==> src/rtl/lcd_seq_pkg.sv <==
// Shared definitions for the LCD pattern sequencer: sequencer states,
// pattern index width and the fixed pattern numbering used by the pixel
// generator, plus the pattern-wrap helper.
package lcd_seq_pkg;

    // Sequencer operating states
    typedef enum logic {
        WARMUP = 1'b0,
        RUN    = 1'b1
    } seq_state_e;

    // Width of the pattern_sel bus (supports up to 16 patterns)
    localparam int PATTERN_W = 4;

    // Pattern numbering understood by the pixel generator
    localparam logic [PATTERN_W-1:0] COLOR_BAR   = 4'd0;
    localparam logic [PATTERN_W-1:0] GRID        = 4'd1;
    localparam logic [PATTERN_W-1:0] SOLID_WHITE = 4'd2;
    localparam logic [PATTERN_W-1:0] GRADIENT    = 4'd3;

    // Next pattern index, wrapping from num-1 back to 0
    function automatic logic [PATTERN_W-1:0] next_pattern(
        input logic [PATTERN_W-1:0] cur,
        input int                   num
    );
        logic [PATTERN_W-1:0] last_idx;
        last_idx = PATTERN_W'(num - 1);
        if (cur == last_idx) begin
            return {PATTERN_W{1'b0}};
        end else begin
            return cur + 4'd1;
        end
    endfunction

endpackage

==> src/rtl/lcd_pattern_sequencer_btn.sv <==
// Push-button conditioner: 2-FF synchronizer followed by a stability
// counter. Emits a single-cycle press pulse when a debounced release->press
// (1->0) transition is accepted. Releases are debounced but not reported.
// Generic enough to condition the board reset button as well.
module lcd_btn_debounce #(
    parameter int DEBOUNCE_CYCLES = 65536
) (
    input  logic clk,
    input  logic rst_n,
    input  logic srst,
    input  logic btn_n,
    output logic press
);

    localparam int              CNT_W    = $clog2(DEBOUNCE_CYCLES + 1);
    localparam logic [CNT_W-1:0] CNT_MAX  = CNT_W'(DEBOUNCE_CYCLES);
    localparam logic [CNT_W-1:0] CNT_LAST = CNT_W'(DEBOUNCE_CYCLES - 1);
    localparam logic [CNT_W-1:0] CNT_ONE  = CNT_W'(1);
    localparam logic [CNT_W-1:0] CNT_ZERO = {CNT_W{1'b0}};

    logic             sync1_r;
    logic             sync2_r;
    logic             last_r;
    logic             stable_r;
    logic [CNT_W-1:0] cnt_r;
    logic             press_r;
    logic             accept_s;

    // Level has now been stable long enough and differs from the accepted level
    assign accept_s = (sync2_r == last_r) && (cnt_r == CNT_LAST) && (last_r != stable_r);

    // Synchronizer, stability counter and accepted-level tracking
    always_ff @(posedge clk or negedge rst_n) begin
        if (!rst_n) begin
            sync1_r  <= 1'b1;
            sync2_r  <= 1'b1;
            last_r   <= 1'b1;
            stable_r <= 1'b1;
            cnt_r    <= CNT_ZERO;
            press_r  <= 1'b0;
        end else if (srst) begin
            sync1_r  <= 1'b1;
            sync2_r  <= 1'b1;
            last_r   <= 1'b1;
            stable_r <= 1'b1;
            cnt_r    <= CNT_ZERO;
            press_r  <= 1'b0;
        end else begin
            sync1_r <= btn_n;
            sync2_r <= sync1_r;
            if (sync2_r != last_r) begin
                last_r <= sync2_r;
                cnt_r  <= CNT_ZERO;
            end else if (cnt_r < CNT_MAX) begin
                cnt_r <= cnt_r + CNT_ONE;
            end else begin
                cnt_r <= cnt_r;
            end
            if (accept_s) begin
                stable_r <= last_r;
            end else begin
                stable_r <= stable_r;
            end
            press_r <= accept_s && !last_r;
        end
    end

    assign press = press_r;

endmodule

==> src/rtl/lcd_pattern_sequencer.sv <==
// LCD pattern sequencer: holds the panel dark for a warm-up period, then
// steps through test patterns automatically every FRAMES_PER_PATTERN frames
// and/or on a debounced button press. Pattern changes land only on frame
// start cycles so no frame is torn.
// Optional build macro LCD_SEQ_BL_FADE_EN: backlight becomes an 8-bit PWM
// that fades in after warm-up; otherwise backlight mirrors lcd_en.
module lcd_pattern_sequencer
    import lcd_seq_pkg::*;
#(
    parameter int NUM_PATTERNS       = 4,
    parameter int FRAMES_PER_PATTERN = 120,
    parameter int WARMUP_FRAMES      = 4,
    parameter int DEBOUNCE_CYCLES    = 65536,
    parameter int VSYNC_ACTIVE_LOW   = 1
) (
    input  logic                 PixelClk,
    input  logic                 nRST,
    input  logic                 vsync_in,
    input  logic                 next_btn_n,
    input  logic                 auto_en,
    output logic                 lcd_en,
    output logic [PATTERN_W-1:0] pattern_sel,
    output logic                 frame_start,
    output logic                 backlight
);

    // Frame counter also counts warm-up frames, so size it for both uses
    localparam int FC_W  = $clog2(FRAMES_PER_PATTERN + 1);
    localparam int WU_W  = $clog2(WARMUP_FRAMES + 1);
    localparam int CNT_W = (FC_W > WU_W) ? FC_W : WU_W;

    localparam logic [CNT_W-1:0] FC_TERM  = CNT_W'(FRAMES_PER_PATTERN - 1);
    localparam logic [CNT_W-1:0] WU_TERM  = CNT_W'(WARMUP_FRAMES - 1);
    localparam logic [CNT_W-1:0] CNT_ONE  = CNT_W'(1);
    localparam logic [CNT_W-1:0] CNT_ZERO = {CNT_W{1'b0}};

    localparam logic VSYNC_ACTIVE = (VSYNC_ACTIVE_LOW != 0) ? 1'b0 : 1'b1;
    localparam logic VSYNC_IDLE   = ~VSYNC_ACTIVE;

    logic                 vsync_r;
    logic                 vsync_d_r;
    logic                 frame_start_r;
    logic                 fs_s;
    logic                 press_s;

    seq_state_e           state_r;
    seq_state_e           state_s;
    logic [CNT_W-1:0]     cnt_r;
    logic [CNT_W-1:0]     cnt_s;
    logic [PATTERN_W-1:0] pattern_r;
    logic [PATTERN_W-1:0] pattern_s;
    logic                 pending_r;
    logic                 pending_s;
    logic                 adv_s;
    logic                 lcd_en_r;
    logic                 backlight_r;

    // Button conditioning; no soft-reset source at this level
    lcd_btn_debounce #(
        .DEBOUNCE_CYCLES(DEBOUNCE_CYCLES)
    ) u_btn (
        .clk   (PixelClk),
        .rst_n (nRST),
        .srst  (1'b0),
        .btn_n (next_btn_n),
        .press (press_s)
    );

    // Active edge of the once-registered VSYNC marks a frame start
    assign fs_s = (vsync_r == VSYNC_ACTIVE) && (vsync_d_r == VSYNC_IDLE);

    // VSYNC pipeline and registered frame-start pulse
    always_ff @(posedge PixelClk or negedge nRST) begin
        if (!nRST) begin
            vsync_r       <= VSYNC_IDLE;
            vsync_d_r     <= VSYNC_IDLE;
            frame_start_r <= 1'b0;
        end else begin
            vsync_r       <= vsync_in;
            vsync_d_r     <= vsync_r;
            frame_start_r <= fs_s;
        end
    end

    // Next-state logic: warm-up counting, frame counting and pattern advance
    always_comb begin
        state_s   = state_r;
        cnt_s     = cnt_r;
        pattern_s = pattern_r;
        pending_s = pending_r;
        adv_s     = 1'b0;
        case (state_r)
            WARMUP: begin
                // Presses while the panel is dark are thrown away
                pending_s = 1'b0;
                if (fs_s) begin
                    if (cnt_r == WU_TERM) begin
                        state_s = RUN;
                        cnt_s   = CNT_ZERO;
                    end else begin
                        cnt_s = cnt_r + CNT_ONE;
                    end
                end else begin
                    cnt_s = cnt_r;
                end
            end
            RUN: begin
                // Pending is sampled before this cycle's press, so a press
                // landing on a frame start waits for the following frame
                adv_s = fs_s && (pending_r || (auto_en && (cnt_r == FC_TERM)));
                if (adv_s) begin
                    pattern_s = next_pattern(pattern_r, NUM_PATTERNS);
                    cnt_s     = CNT_ZERO;
                    pending_s = press_s;
                end else begin
                    // Saturate at the terminal count while auto advance is off
                    if (fs_s && (cnt_r < FC_TERM)) begin
                        cnt_s = cnt_r + CNT_ONE;
                    end else begin
                        cnt_s = cnt_r;
                    end
                    pending_s = pending_r | press_s;
                end
            end
            default: begin
                state_s   = WARMUP;
                cnt_s     = CNT_ZERO;
                pattern_s = COLOR_BAR;
                pending_s = 1'b0;
            end
        endcase
    end

    // Sequencer state registers; lcd_en follows the next state so it rises
    // in the same cycle as the final warm-up frame start
    always_ff @(posedge PixelClk or negedge nRST) begin
        if (!nRST) begin
            state_r   <= WARMUP;
            cnt_r     <= CNT_ZERO;
            pattern_r <= COLOR_BAR;
            pending_r <= 1'b0;
            lcd_en_r  <= 1'b0;
        end else begin
            state_r   <= state_s;
            cnt_r     <= cnt_s;
            pattern_r <= pattern_s;
            pending_r <= pending_s;
            lcd_en_r  <= (state_s == RUN);
        end
    end

`ifdef LCD_SEQ_BL_FADE_EN
    logic [7:0] duty_r;
    logic [7:0] pwm_cnt_r;

    // Backlight fade-in: duty steps up once per running frame, PWM period 256
    always_ff @(posedge PixelClk or negedge nRST) begin
        if (!nRST) begin
            duty_r      <= 8'd0;
            pwm_cnt_r   <= 8'd0;
            backlight_r <= 1'b0;
        end else begin
            pwm_cnt_r <= pwm_cnt_r + 8'd1;
            if ((state_r == RUN) && fs_s && (duty_r != 8'hFF)) begin
                duty_r <= duty_r + 8'd1;
            end else begin
                duty_r <= duty_r;
            end
            backlight_r <= (duty_r == 8'hFF) || (pwm_cnt_r < duty_r);
        end
    end
`else
    // Backlight tracks the panel enable with identical timing
    always_ff @(posedge PixelClk or negedge nRST) begin
        if (!nRST) begin
            backlight_r <= 1'b0;
        end else begin
            backlight_r <= (state_s == RUN);
        end
    end
`endif

    assign lcd_en      = lcd_en_r;
    assign pattern_sel = pattern_r;
    assign frame_start = frame_start_r;
    assign backlight   = backlight_r;

endmodule
==> config.mk <==
export PLATFORM = sky130hd
export DESIGN_NAME = lcd_pattern_sequencer
export DESIGN_NICKNAME = d
export VERILOG_FILES = /design/src/rtl/lcd_seq_pkg.sv /design/src/rtl/lcd_pattern_sequencer_btn.sv /design/src/rtl/lcd_pattern_sequencer.sv
export SDC_FILE = /design/constraint.sdc
export NUM_CORES = 1
export LEC_CHECK = 0
export BUFFER_PORTS_ARGS = -buffer_cell sky130_fd_sc_hd__buf_2
export CAP_MARGIN = 40
export CORE_AREA = 2 2 92 59
export CTS_CLUSTER_DIAMETER = 40
export DETAILED_ROUTE_END_ITERATION = 12
export DIE_AREA = 0 0 94 61
export GPL_TIMING_DRIVEN = 0
export PLACE_DENSITY = 0.61
export SETUP_SLACK_MARGIN = 0.1
export SKIP_LAST_GASP = 1
export SYNTH_ARGS = -nofsm -noshare
export SYNTH_HDL_FRONTEND = slang
export SYNTH_SLANG_ARGS = --single-unit
==> constraint.sdc <==
create_clock -name PixelClk -period 5.3 [get_ports PixelClk]
set_clock_uncertainty 0.15 [all_clocks]
set_input_delay 0.795 -clock PixelClk [delete_from_list [all_inputs] [get_ports PixelClk]]
set_output_delay 0.795 -clock PixelClk [all_outputs]
set_load 0.03 [all_outputs]
# Word level (Yosys, flattened, before mapping)

Cells that the tools add are included.

Output and inout bits: 7
Bits of input ports: 5
Register bits after elaboration: 38

Muxes and demuxes: 13
Reduce and logical (&&, ||, !) cells: 12
Magnitude comparators: 2
Bitwise gates (word level): 3
Equality and inequality tests: 9
Add/subtract/negate cells: 3

Operator list:

| operator                                               | count |
|---|---|
| two-way mux 17 bit                                     | 2 |
| two-way mux 7 bit                                      | 4 |
| adder 17 x 1 -> 17 bit (second input constant)         | 1 |
| equality test 17 x 16 -> 1 bit (second input constant) | 1 |
| < comparator 17 bit (second input constant)            | 1 |
| case mux 7 bit (2 select lines)                        | 1 |
| adder 7 x 1 -> 7 bit (second input constant)           | 1 |
| equality test 7 x 2 -> 1 bit (second input constant)   | 1 |
| equality test 7 bit (second input constant)            | 1 |
| logical AND 1 bit                                      | 7 |
| < comparator 7 bit (second input constant)             | 1 |
| adder 4 x 1 -> 4 bit (second input constant)           | 1 |
| equality test 4 x 2 -> 1 bit (second input constant)   | 1 |
| two-way mux 1 bit                                      | 4 |
| two-way mux 4 bit                                      | 1 |
| AND reduction 2 bit                                    | 2 |
| != test 3 x 1 -> 1 bit (second input constant)         | 1 |
| != test 1 bit                                          | 2 |
| != test 2 bit (second input constant)                  | 1 |
| inverter 1 bit                                         | 2 |
| case mux 1 bit (2 select lines)                        | 1 |
| nonzero test 2 bit                                     | 1 |
| equality test 1 bit                                    | 1 |
| zero test 1 bit                                        | 1 |
| other kinds (2)                                        | 2 |

# Depth between registers and ports, before layout

Gate-level depths: netlist (run 1).

Depth in word-level cells: 6
Mapped depth: 8
Depth with buffers taken out: 8

# Modules after synthesis

From an unflattened synthesis (run 1), not the netlist that was laid out.

Cells, all modules: 177
Area total of the unflattened synthesis: 1,841.8 um^2

Modules (own cells, without submodules):

| module                | area an instance (um^2) | instances | sequential area each (um^2) | cells an instance |
|---|---|---|---|---|
| lcd_btn_debounce      | 1,051.0                 | 1         | 555.5                       | 100 |
| lcd_pattern_sequencer | 790.8                   | 1         | 402.9                       | 77 |

# Worst setup path before layout (run 1)

No wires, ideal clock.

Kind: input to register
Start point: input port auto_en
End point: register pattern_r[0], in the netlist pattern_sel[0]
Slack: 3,242 ps
Arrival time: 1,783 ps
Path buffers: 0
Stages: 4
Cells stage by stage: and4b_4 > a41oi_4 > nor2_1 > mux2_2

Longest elaborated chain between the ends: 4

RTL lines:

| item                                 | line                         | text |
|---|---|---|
| start: declaration                   | lcd_pattern_sequencer.sv:20  | `input logic auto_en,` |
| logical AND 1 bit                    | lcd_pattern_sequencer.sv:110 | `adv_s = fs_s && (pending_r \|\| (auto_en && (cnt_r == FC_TERM)));` |
| logical OR 1 bit                     | lcd_pattern_sequencer.sv:110 |  |
| logical AND 1 bit                    | lcd_pattern_sequencer.sv:110 |  |
| AND reduction 2 bit (no source line) | n/a                          |  |
| end signal: assignment               | lcd_pattern_sequencer.sv:146 | `pattern_r <= pattern_s;` |
| end: declaration                     | lcd_pattern_sequencer.sv:50  | `logic [PATTERN_W-1:0] pattern_r;` |

No other way between the ends.
A chain may end at the register's enable or synchronous reset.

# Worst setup path in the final report (run 1)

Start point: register cnt_r[0]
End point: register pattern_r[0], in the netlist pattern_sel[0]

Longest elaborated chain between the ends: 5

RTL lines:

| item                                 | line                         | text |
|---|---|---|
| start: declaration                   | lcd_pattern_sequencer.sv:48  | `logic [CNT_W-1:0] cnt_r;` |
| start signal: assignment             | lcd_pattern_sequencer.sv:145 | `cnt_r <= cnt_s;` |
| equality test 7 bit                  | lcd_pattern_sequencer.sv:110 |  |
| logical AND 1 bit                    | lcd_pattern_sequencer.sv:110 |  |
| logical OR 1 bit                     | lcd_pattern_sequencer.sv:110 |  |
| logical AND 1 bit                    | lcd_pattern_sequencer.sv:110 |  |
| AND reduction 2 bit (no source line) | n/a                          |  |

No other way between the ends.

==> metrics.log, run 1 <==
INFO  metric postSynthNetCount = 188
INFO  metric dr_total_vias = 1380
INFO  metric timing.critical_path.to_type = flop
INFO  metric placedInstanceArea = 0.002051 mm²
INFO  metric synth_cell_type_count = 40
INFO  metric yosys_register_bits = 38
INFO  metric unrepaired_setup_endpoints_after_global_routing = no
INFO  metric holdBufCountCts = 0
INFO  metric num-fill-cells = 461
INFO  metric avgRoutedWirePerCell = 13.03 µm
INFO  metric worst_skew_pair.late_latency = 0.28 ns
INFO  metric synth_top_flop_cell = sky130_fd_sc_hd__dfrtp_1
INFO  metric power_frac_clock = 33.6%
INFO  metric grt_pass1_vias = 1243
INFO  metric initial_antenna_violation_count = 0
INFO  metric ff2ff_path_depth = 5
INFO  metric power_frac_seq = 54.0%
INFO  metric clockBufferDepth = 2
INFO  metric cts_tree = yes
INFO  metric layout_net_count = 207
INFO  metric layout_worst_path_cycle_share = 39.98%
INFO  metric setup_viol_count_final = 0
INFO  metric post-place-cells = 257
INFO  metric final_hold_viol_count = 0
INFO  metric slowest_cell_on_crit_path = sky130_fd_sc_hd__dfrtp_1
INFO  metric cts_inserted_buffers = 5
INFO  metric worst-endpoint-arrival = 2.14 ns
INFO  metric portion_of_the_post_synthesis_area_used_by_sequential_elements = 50.63%
INFO  metric cts_root_buffer = sky130_fd_sc_hd__clkbuf_8
INFO  metric criticalPathCategory = reg -> reg
INFO  metric place_congestion = 0.7894
INFO  metric ys_async_rst_share = 100.0%
INFO  metric vdd_drop_max = 202.7 µV
INFO  metric post_cts_buffers = 0
INFO  metric cpPeakStageDelay = 0.41 ns
INFO  metric grt.total_usage = 14.24%
INFO  metric fmax = 471.9 MHz
INFO  metric critPathRequiredTime = 5.32 ns
INFO  metric critical_path_cell_count = 5
INFO  metric worst_path_maximum_fanout = 10
INFO  metric clk_pin_slew = 0.07 ns
INFO  metric final.min_clock_period = 2.119 ns
INFO  metric final_core_util = 43.90%
INFO  metric logic_gate_share_of_total_power = 12.3%
INFO  metric drt.antenna.violating_nets = 0
INFO  metric register_area = 958.4 µm²
INFO  metric whs = 0.1652 ns
INFO  metric cts_num_sinks = 38
INFO  metric power.leakage = 0.8905 nW
INFO  metric total_drc_errors_in_the_routed_layout = 0
INFO  metric drive_gt1_share = 19.60%
INFO  metric chipWidth = 94 µm
INFO  metric yosysWarningCount = 0
INFO  metric cell_area_power_density = 281.7 mW/mm²
INFO  metric place.port_buffers = 11
INFO  metric cts.repair.resized = 0
INFO  metric wire_length_of_the_first_global_routing_pass = 6.237 mm
INFO  metric floorplan.rows = 20
INFO  metric power.internal = 0.4413 mW
INFO  metric start_kind = flop
INFO  metric min_path_type = in -> async
INFO  metric layout-area-overhead-vs-synth = 13.15%
INFO  metric drv_slew = 0
INFO  metric crit_chain = ha_1, and4b_4, a41oi_4, nor2_1, mux2_2
INFO  metric drv.max_cap_violation_count = 0
INFO  metric vias_per_cell = 5.208
INFO  metric syn_avg_cell_area = 10.58 µm²
INFO  metric instances_no_fill = 265
INFO  metric place.detailed.hpwl = 2.425 mm
INFO  metric number_of_top_level_pins = 12
INFO  metric syn_area = 0.001893 mm²
INFO  metric antenna_fix_cells = 0
INFO  metric finalSetupTns = 0 ns
INFO  metric grt_remaining_overflow = 0
INFO  metric netSwitchingPower = 0.1621 mW
INFO  metric cpLargestDelayFamily = simple AND/OR/NAND/NOR gates
INFO  metric status = completed
INFO  metric first_pass_iters = 4
INFO  metric swShare = 26.87%
INFO  metric fp.dieArea = 0.005734 mm²
INFO  metric multi_input_area = 873.3 µm²
INFO  metric drt-total-wl = 3.454 mm
INFO  metric die_height = 61 µm
INFO  metric placeableCoreArea = 0.004880 mm²
INFO  metric timing.slew.headroom = 51.44%
INFO  metric number_of_synthesized_flops_with_an_enable_pin = 0
INFO  metric timing_worst_slew_pin_value = 0.7205 ns
INFO  metric synth_instances = 179
INFO  metric finish.instance_area = 0.002142 mm²
INFO  metric start_util = 38.79%
INFO  metric dr.first_iter.drc_count = 122
INFO  metric buffers_inverters_on_critical_path = 0
INFO  metric htreeDepth = 2
INFO  metric grt_start_max_net_pins = 36
power by group through the flow:
| stage | Combinational, mW | Sequential, mW | Clock [mW] |
|---|---|---|---|
| detailed placement | 0.0751 | 0.332 | 0 |
| CTS | 0.0752 | 0.326 | 0.212 |
| global placement | 0.0721 | 0.331 | 0 |
| global route | 0.0863 | 0.329 | 0.222 |
| finish | 0.0744 | 0.326 | 0.203 |
| floorplan | 0.0530 | 0.328 | 0 |
state kept, by name, indices dropped and copies added (netlist names):
register,cells
u_btn.cnt_r,17
cnt_r,7
pattern_sel,4
backlight,1
frame_start,1
pending_r,1
u_btn.last_r,1
u_btn.press,1
u_btn.stable_r,1
u_btn.sync1_r,1
u_btn.sync2_r,1
vsync_d_r,1
vsync_r,1
cell families (layout without fill, tap and decap cells):
family / Yosys count / after routing / share of synthesized area (%)
flops: 38 / 38 / 50.63
xor+xnor: 13 / 13 / 6.015
buf+inv: 13 / 33 / 3.239
compound gates: 37 / 37 / 15.66
mux: 4 / 4 / 2.313
simple gates: 70 / 70 / 19.50
fa+ha+maj: 4 / 4 / 2.644
cells in the mapped netlist (2+ instances only):
cell type / n / area share [%]
sky130_fd_sc_hd__a21oi_1: 9 / 2.4
sky130_fd_sc_hd__a31o_2: 2 / 0.93
sky130_fd_sc_hd__a31oi_1: 2 / 0.66
sky130_fd_sc_hd__clkbuf_1: 3 / 0.59
sky130_fd_sc_hd__dfrtp_1: 32 / 42
sky130_fd_sc_hd__dfstp_2: 6 / 8.3
sky130_fd_sc_hd__ha_1: 4 / 2.6
sky130_fd_sc_hd__inv_1: 7 / 1.4
sky130_fd_sc_hd__mux2_2: 3 / 1.8
sky130_fd_sc_hd__nand2_1: 14 / 2.8
sky130_fd_sc_hd__nand2b_1: 3 / 0.99
sky130_fd_sc_hd__nand3_1: 8 / 2.1
sky130_fd_sc_hd__nand4_1: 3 / 0.99
sky130_fd_sc_hd__nor2_1: 18 / 3.6
sky130_fd_sc_hd__nor2b_1: 4 / 1.3
sky130_fd_sc_hd__nor3_1: 3 / 0.79
sky130_fd_sc_hd__nor3b_1: 2 / 0.79
sky130_fd_sc_hd__nor4_1: 5 / 1.7
sky130_fd_sc_hd__nor4b_1: 2 / 0.93
sky130_fd_sc_hd__o2111ai_1: 4 / 1.9
sky130_fd_sc_hd__o211ai_1: 6 / 2.4
sky130_fd_sc_hd__o21ai_0: 8 / 2.1
sky130_fd_sc_hd__or3_1: 3 / 0.99
sky130_fd_sc_hd__xnor2_1: 9 / 4.2
sky130_fd_sc_hd__xor2_1: 4 / 1.9
path summary, 6_finish.rpt:
kind	startpoint	to	slack, ns
min in group PixelClk	u_btn.sync1_r	u_btn.sync2_r	0.21
max in group asynchronous	nRST	u_btn.stable_r	4.38
min reg2reg	u_btn.sync1_r	u_btn.sync2_r	0.21
max reg2reg	cnt_r[0]	pattern_sel[0]	3.18
min	nRST	pattern_sel[2]	0.17
max	cnt_r[0]	pattern_sel[0]	3.18
worst register-to-register path: stages (launching register included):
cell,delay (ns)
sky130_fd_sc_hd__dfrtp_1,0.41
sky130_fd_sc_hd__ha_1,0.27
sky130_fd_sc_hd__and4b_4,0.31
sky130_fd_sc_hd__a41oi_4,0.22
sky130_fd_sc_hd__nor2_1,0.28
sky130_fd_sc_hd__mux2_2,0.37
layout make-up:
class	count	share of cell area, %
Timing Repair Buffer	12	3.505
Multi-Input combinational cell	128	40.77
Inverter	7	1.227
Sequential cell	38	44.74
Tap cell	66	3.855
Buffer	6	1.636
Clock buffer	7	4.030
Clock inverter	1	0.2336
per-stage QoR:
| step | power [mW] | setup WS (ns) |
|---|---|---|
| 2_1_floorplan | 0.3810 | 3.242 |
| 3_3_place_gp | 0.4030 | 3.026 |
| 3_5_place_dp | 0.4066 | 3.010 |
| 4_1_cts | 0.6130 | 3.199 |
| 5_1_grt | 0.6370 | 3.023 |
| 6_report | 0.6034 | 3.181 |
layout by cell type (no fill, tap or decap), types with 2 or more instances in the layout:
cell type,count
sky130_fd_sc_hd__buf_2,12
sky130_fd_sc_hd__o2111ai_1,4
sky130_fd_sc_hd__nand3_1,8
sky130_fd_sc_hd__o211ai_1,6
sky130_fd_sc_hd__nor2_1,18
sky130_fd_sc_hd__o21ai_0,8
sky130_fd_sc_hd__nor3b_1,2
sky130_fd_sc_hd__nor3_1,3
sky130_fd_sc_hd__a31o_2,2
sky130_fd_sc_hd__nand4_1,3
sky130_fd_sc_hd__dfstp_2,6
sky130_fd_sc_hd__nor2b_1,4
sky130_fd_sc_hd__ha_1,4
sky130_fd_sc_hd__nor4b_1,2
sky130_fd_sc_hd__clkbuf_1,4
sky130_fd_sc_hd__xnor2_1,9
sky130_fd_sc_hd__nor4_1,5
sky130_fd_sc_hd__clkbuf_8,6
sky130_fd_sc_hd__inv_1,7
sky130_fd_sc_hd__nand2b_1,3
sky130_fd_sc_hd__a21oi_1,9
sky130_fd_sc_hd__a31oi_1,2
sky130_fd_sc_hd__nand2_1,14
sky130_fd_sc_hd__or3_1,3
sky130_fd_sc_hd__dfrtp_1,32
sky130_fd_sc_hd__xor2_1,4
sky130_fd_sc_hd__mux2_2,3
layer usage:
metal	GRT usage, %	vias up	share of wire (%)
li1	-	681	-
met1	22.97	662	58
met2	17.96	33	37
met3	3.106	4	3.7
met4	5.797	0	1.2
met5	0	-	0
Note: power is estimated with default switching activity, not from simulation.
==> inputs of run 2 (changes only) <==
PLACE_DENSITY = 0.63   (was 0.61)
clock period = 1.8 ns   (was 5.3 ns; I/O delays follow)
==> run 2 against run 1 <==
  * The run now ends with setup timing left
  * Utilization up 12 points
  * Routed wire length up 30%
  * Sequential power rose to 3.0 times the previous value
  * Via count up 13%
  * Die area unchanged
  * Sequential share of layout area down 9.2 points
  * Maximum frequency up 11%
  * Count of clock-buffer cells in the layout unchanged
  * Sequential cell count unchanged
  * First-iteration DRC count down 36%
  * Clock power rose to 3.0 times the previous value
  * Register-to-register slack worse by 3.3 ns
  * Critical endpoint is now pattern_sel[2]
  * Largest cell class is now multi-input combinational cells
==> metrics.log, run 2 (same netlist as run 1, synthesis figures left out) <==
INFO  metric cts_tree = yes
INFO  metric grt_remaining_overflow = 0 (unchanged)
INFO  metric cell_area_power_density = 708.6 mW/mm² (+150%)
INFO  metric first_pass_iters = 4 (unchanged)
INFO  metric timing_worst_slew_pin_value = 0.4334 ns (-0.2871 ns)
INFO  metric netSwitchingPower = 0.5320 mW (+230%)
INFO  metric chipWidth = 94 µm (unchanged)
INFO  metric cpLargestDelayFamily = simple AND/OR/NAND/NOR gates
INFO  metric rrSetupSlack = -0.11 ns (-3.29 ns)
INFO  metric whs = 0.2083 ns (+0.04310 ns)
INFO  metric wire_length_of_the_first_global_routing_pass = 7.500 mm (+20%)
INFO  metric min_path_type = reg -> reg
INFO  metric placeableCoreArea = 0.004880 mm² (unchanged)
INFO  metric largest_register_ff_count = 17 (unchanged)
INFO  metric final_common_cell = sky130_fd_sc_hd__buf_4
INFO  metric floorplan.rows = 20 (unchanged)
INFO  metric power.internal = 1.384 mW (+210%)
INFO  metric number_of_top_level_pins = 12 (unchanged)
INFO  metric power.leakage = 1.147 nW (+29%)
INFO  metric post-place-cells = 257 (unchanged)
INFO  metric criticalPathCategory = reg -> reg
INFO  metric fmax = 523.1 MHz (+11%)
INFO  metric grt_start_max_net_pins = 28 (-22%)
INFO  metric final_core_util = 55.41% (+12 points)
INFO  metric ff2ff_path_depth = 5 (unchanged)
INFO  metric power_frac_seq = 50.4% (-3.6 points)
INFO  metric timing.hold.worst.start = u_btn.sync1_r
INFO  metric place.detailed.hpwl = 2.598 mm (+7.1%)
INFO  metric worst_skew_pair.late_latency = 0.28 ns (about the same)
INFO  metric worst_r2r_endpoint = pattern_sel[2]
INFO  metric vias_per_cell = 5.101 (-2.0%)
INFO  metric slowest_cell_on_crit_path = sky130_fd_sc_hd__dfrtp_1
INFO  metric finish.instance_area = 0.002704 mm² (+26%)
INFO  metric grt.total_usage = 17.10% (+2.9 points)
INFO  metric drv_slew = 0 (unchanged)
INFO  metric clk_pin_slew = 0.07 ns (about the same)
INFO  metric timing.critical_path.to_type = flop
INFO  metric holdPathEnd = u_btn.sync2_r
INFO  metric dr_total_vias = 1566 (+13%)
INFO  metric place.port_buffers = 11 (unchanged)
INFO  metric worst_reg2reg_startpoint = cnt_r[3]
INFO  metric layout_net_count = 249 (+20%)
INFO  metric start_util = 38.79% (unchanged)
INFO  metric cts_num_sinks = 38 (unchanged)
INFO  metric avgRoutedWirePerCell = 14.66 µm (+12%)
INFO  metric hold_path_depth = 0
INFO  metric initial_antenna_violation_count = 0 (unchanged)
INFO  metric layout_worst_path_cycle_share = 106.2% (+66 points)
INFO  metric die_height = 61 µm (unchanged)
INFO  metric final.min_clock_period = 1.912 ns (-0.2073 ns)
INFO  metric placedInstanceArea = 0.002059 mm² (+0.43%)
INFO  metric final_hold_viol_count = 0 (unchanged)
INFO  metric cts_inserted_buffers = 5 (unchanged)
INFO  metric cts_root_buffer = sky130_fd_sc_hd__clkbuf_8
INFO  metric place_ws = -0.2643 ns (-3.274 ns)
INFO  metric worst_path_maximum_fanout = 8 (-2)
INFO  metric cpPeakStageDelay = 0.37 ns (-0.04 ns)
INFO  metric final_cell_mix = sky130_fd_sc_hd__buf_4, sky130_fd_sc_hd__dfrtp_1, sky130_fd_sc_hd__nor2_1
INFO  metric place_congestion = 0.8328 (+5.5%)
INFO  metric fp.dieArea = 0.005734 mm² (unchanged)
INFO  metric buffers_inverters_on_critical_path = 1 (+1)
INFO  metric drt-total-wl = 4.501 mm (+30%)
INFO  metric dr.first_iter.drc_count = 78 (-36%)
INFO  metric timing.slew.headroom = 71.01% (+20 points)
INFO  metric crit_chain = buf_6, and4b_4, a41oi_4, nor3b_2, mux2_4
INFO  metric logic_gate_share_of_total_power = 18.3% (+6.0 points)
INFO  metric final.setup.worst_slack = -0.1118 ns (-3.293 ns)
INFO  metric instances_no_fill = 307 (+16%)
INFO  metric critPathRequiredTime = 1.82 ns (-3.50 ns)
INFO  metric finalSetupTns = -0.8802 ns (-0.8802 ns)
INFO  metric start_kind = flop
INFO  metric worst-endpoint-arrival = 1.93 ns (-0.21 ns)
INFO  metric regMostFlops = u_btn.cnt_r
INFO  metric grt_pass1_vias = 1603 (+29%)
INFO  metric vdd_drop_max = 399.0 µV (+97%)
INFO  metric drive_gt1_share = 43.98% (+24 points)
INFO  metric layout-area-overhead-vs-synth = 42.83%
INFO  metric total_drc_errors_in_the_routed_layout = 0 (unchanged)
INFO  metric htreeDepth = 2 (unchanged)
INFO  metric drv.max_cap_violation_count = 0 (unchanged)
INFO  metric unrepaired_setup_endpoints_after_global_routing = yes
INFO  metric clockBufferDepth = 2 (unchanged)
INFO  metric antenna_fix_cells = 0 (unchanged)
INFO  metric drt.antenna.violating_nets = 0 (unchanged)
INFO  metric power_frac_clock = 31.3% (-2.3 points)
INFO  metric report.power.total = 1.916 mW (+220%)
INFO  metric status = finished with violations
INFO  metric setup_viol_count_final = 11 (+11)
INFO  metric violated_checks = setup timing
INFO  metric swShare = 27.77% (+0.89 points)
run 2: per-layer routing:
metal,GRT usage (%),part of all wire [%]
met3,4.596,5.2
met5,0,0
met4,5.383,0.60
met2,25.10,43
met1,24.92,51
run 2: layout make-up:
cell class	count	area, µm²
clock buffers	7	86.33
plain buffers	6	42.54
multi-input cells	128	1085
flip-flops and latches	38	962.2
inverters	7	26.28
fillers	418	2176
well taps	66	82.58
clock inverters	1	5.005
repair buffers	54	414.1
run 2: worst max-delay path by stage:
stage,startpoint,slack [ns],cells after the start,to
6_report,cnt_r[3],-0.11,5,pattern_sel[2]
3_5_place_dp,cnt_r[0],-0.26,5,cnt_r[6]
3_3_place_gp,cnt_r[0],-0.23,5,cnt_r[6]
4_1_cts,cnt_r[3],-0.12,5,pattern_sel[2]
2_1_floorplan,cnt_r[0],-0.009,5,pattern_sel[2]
5_1_grt,cnt_r[0],-0.19,6,cnt_r[4]
run 2: timing repair:
item | 4_1_cts | 5_1_grt
gates resized for setup | 23 | 22
endpoints found under the setup margin | 28 | 25
pin swaps | 13 | 14
gates cloned | 0 | 0
buffers inserted | 32 | 7
hold buffers | 3 | 0
endpoints found under the hold margin | 13 | 0
run 2: power by group through the flow:
stage	Combinational, mW	Clock (mW)	Sequential, mW
global route	0.402	0.650	0.975
finish	0.351	0.599	0.966
floorplan	0.159	0	0.967
CTS	0.330	0.615	0.957
detailed placement	0.228	0	0.974
global placement	0.216	0	0.975
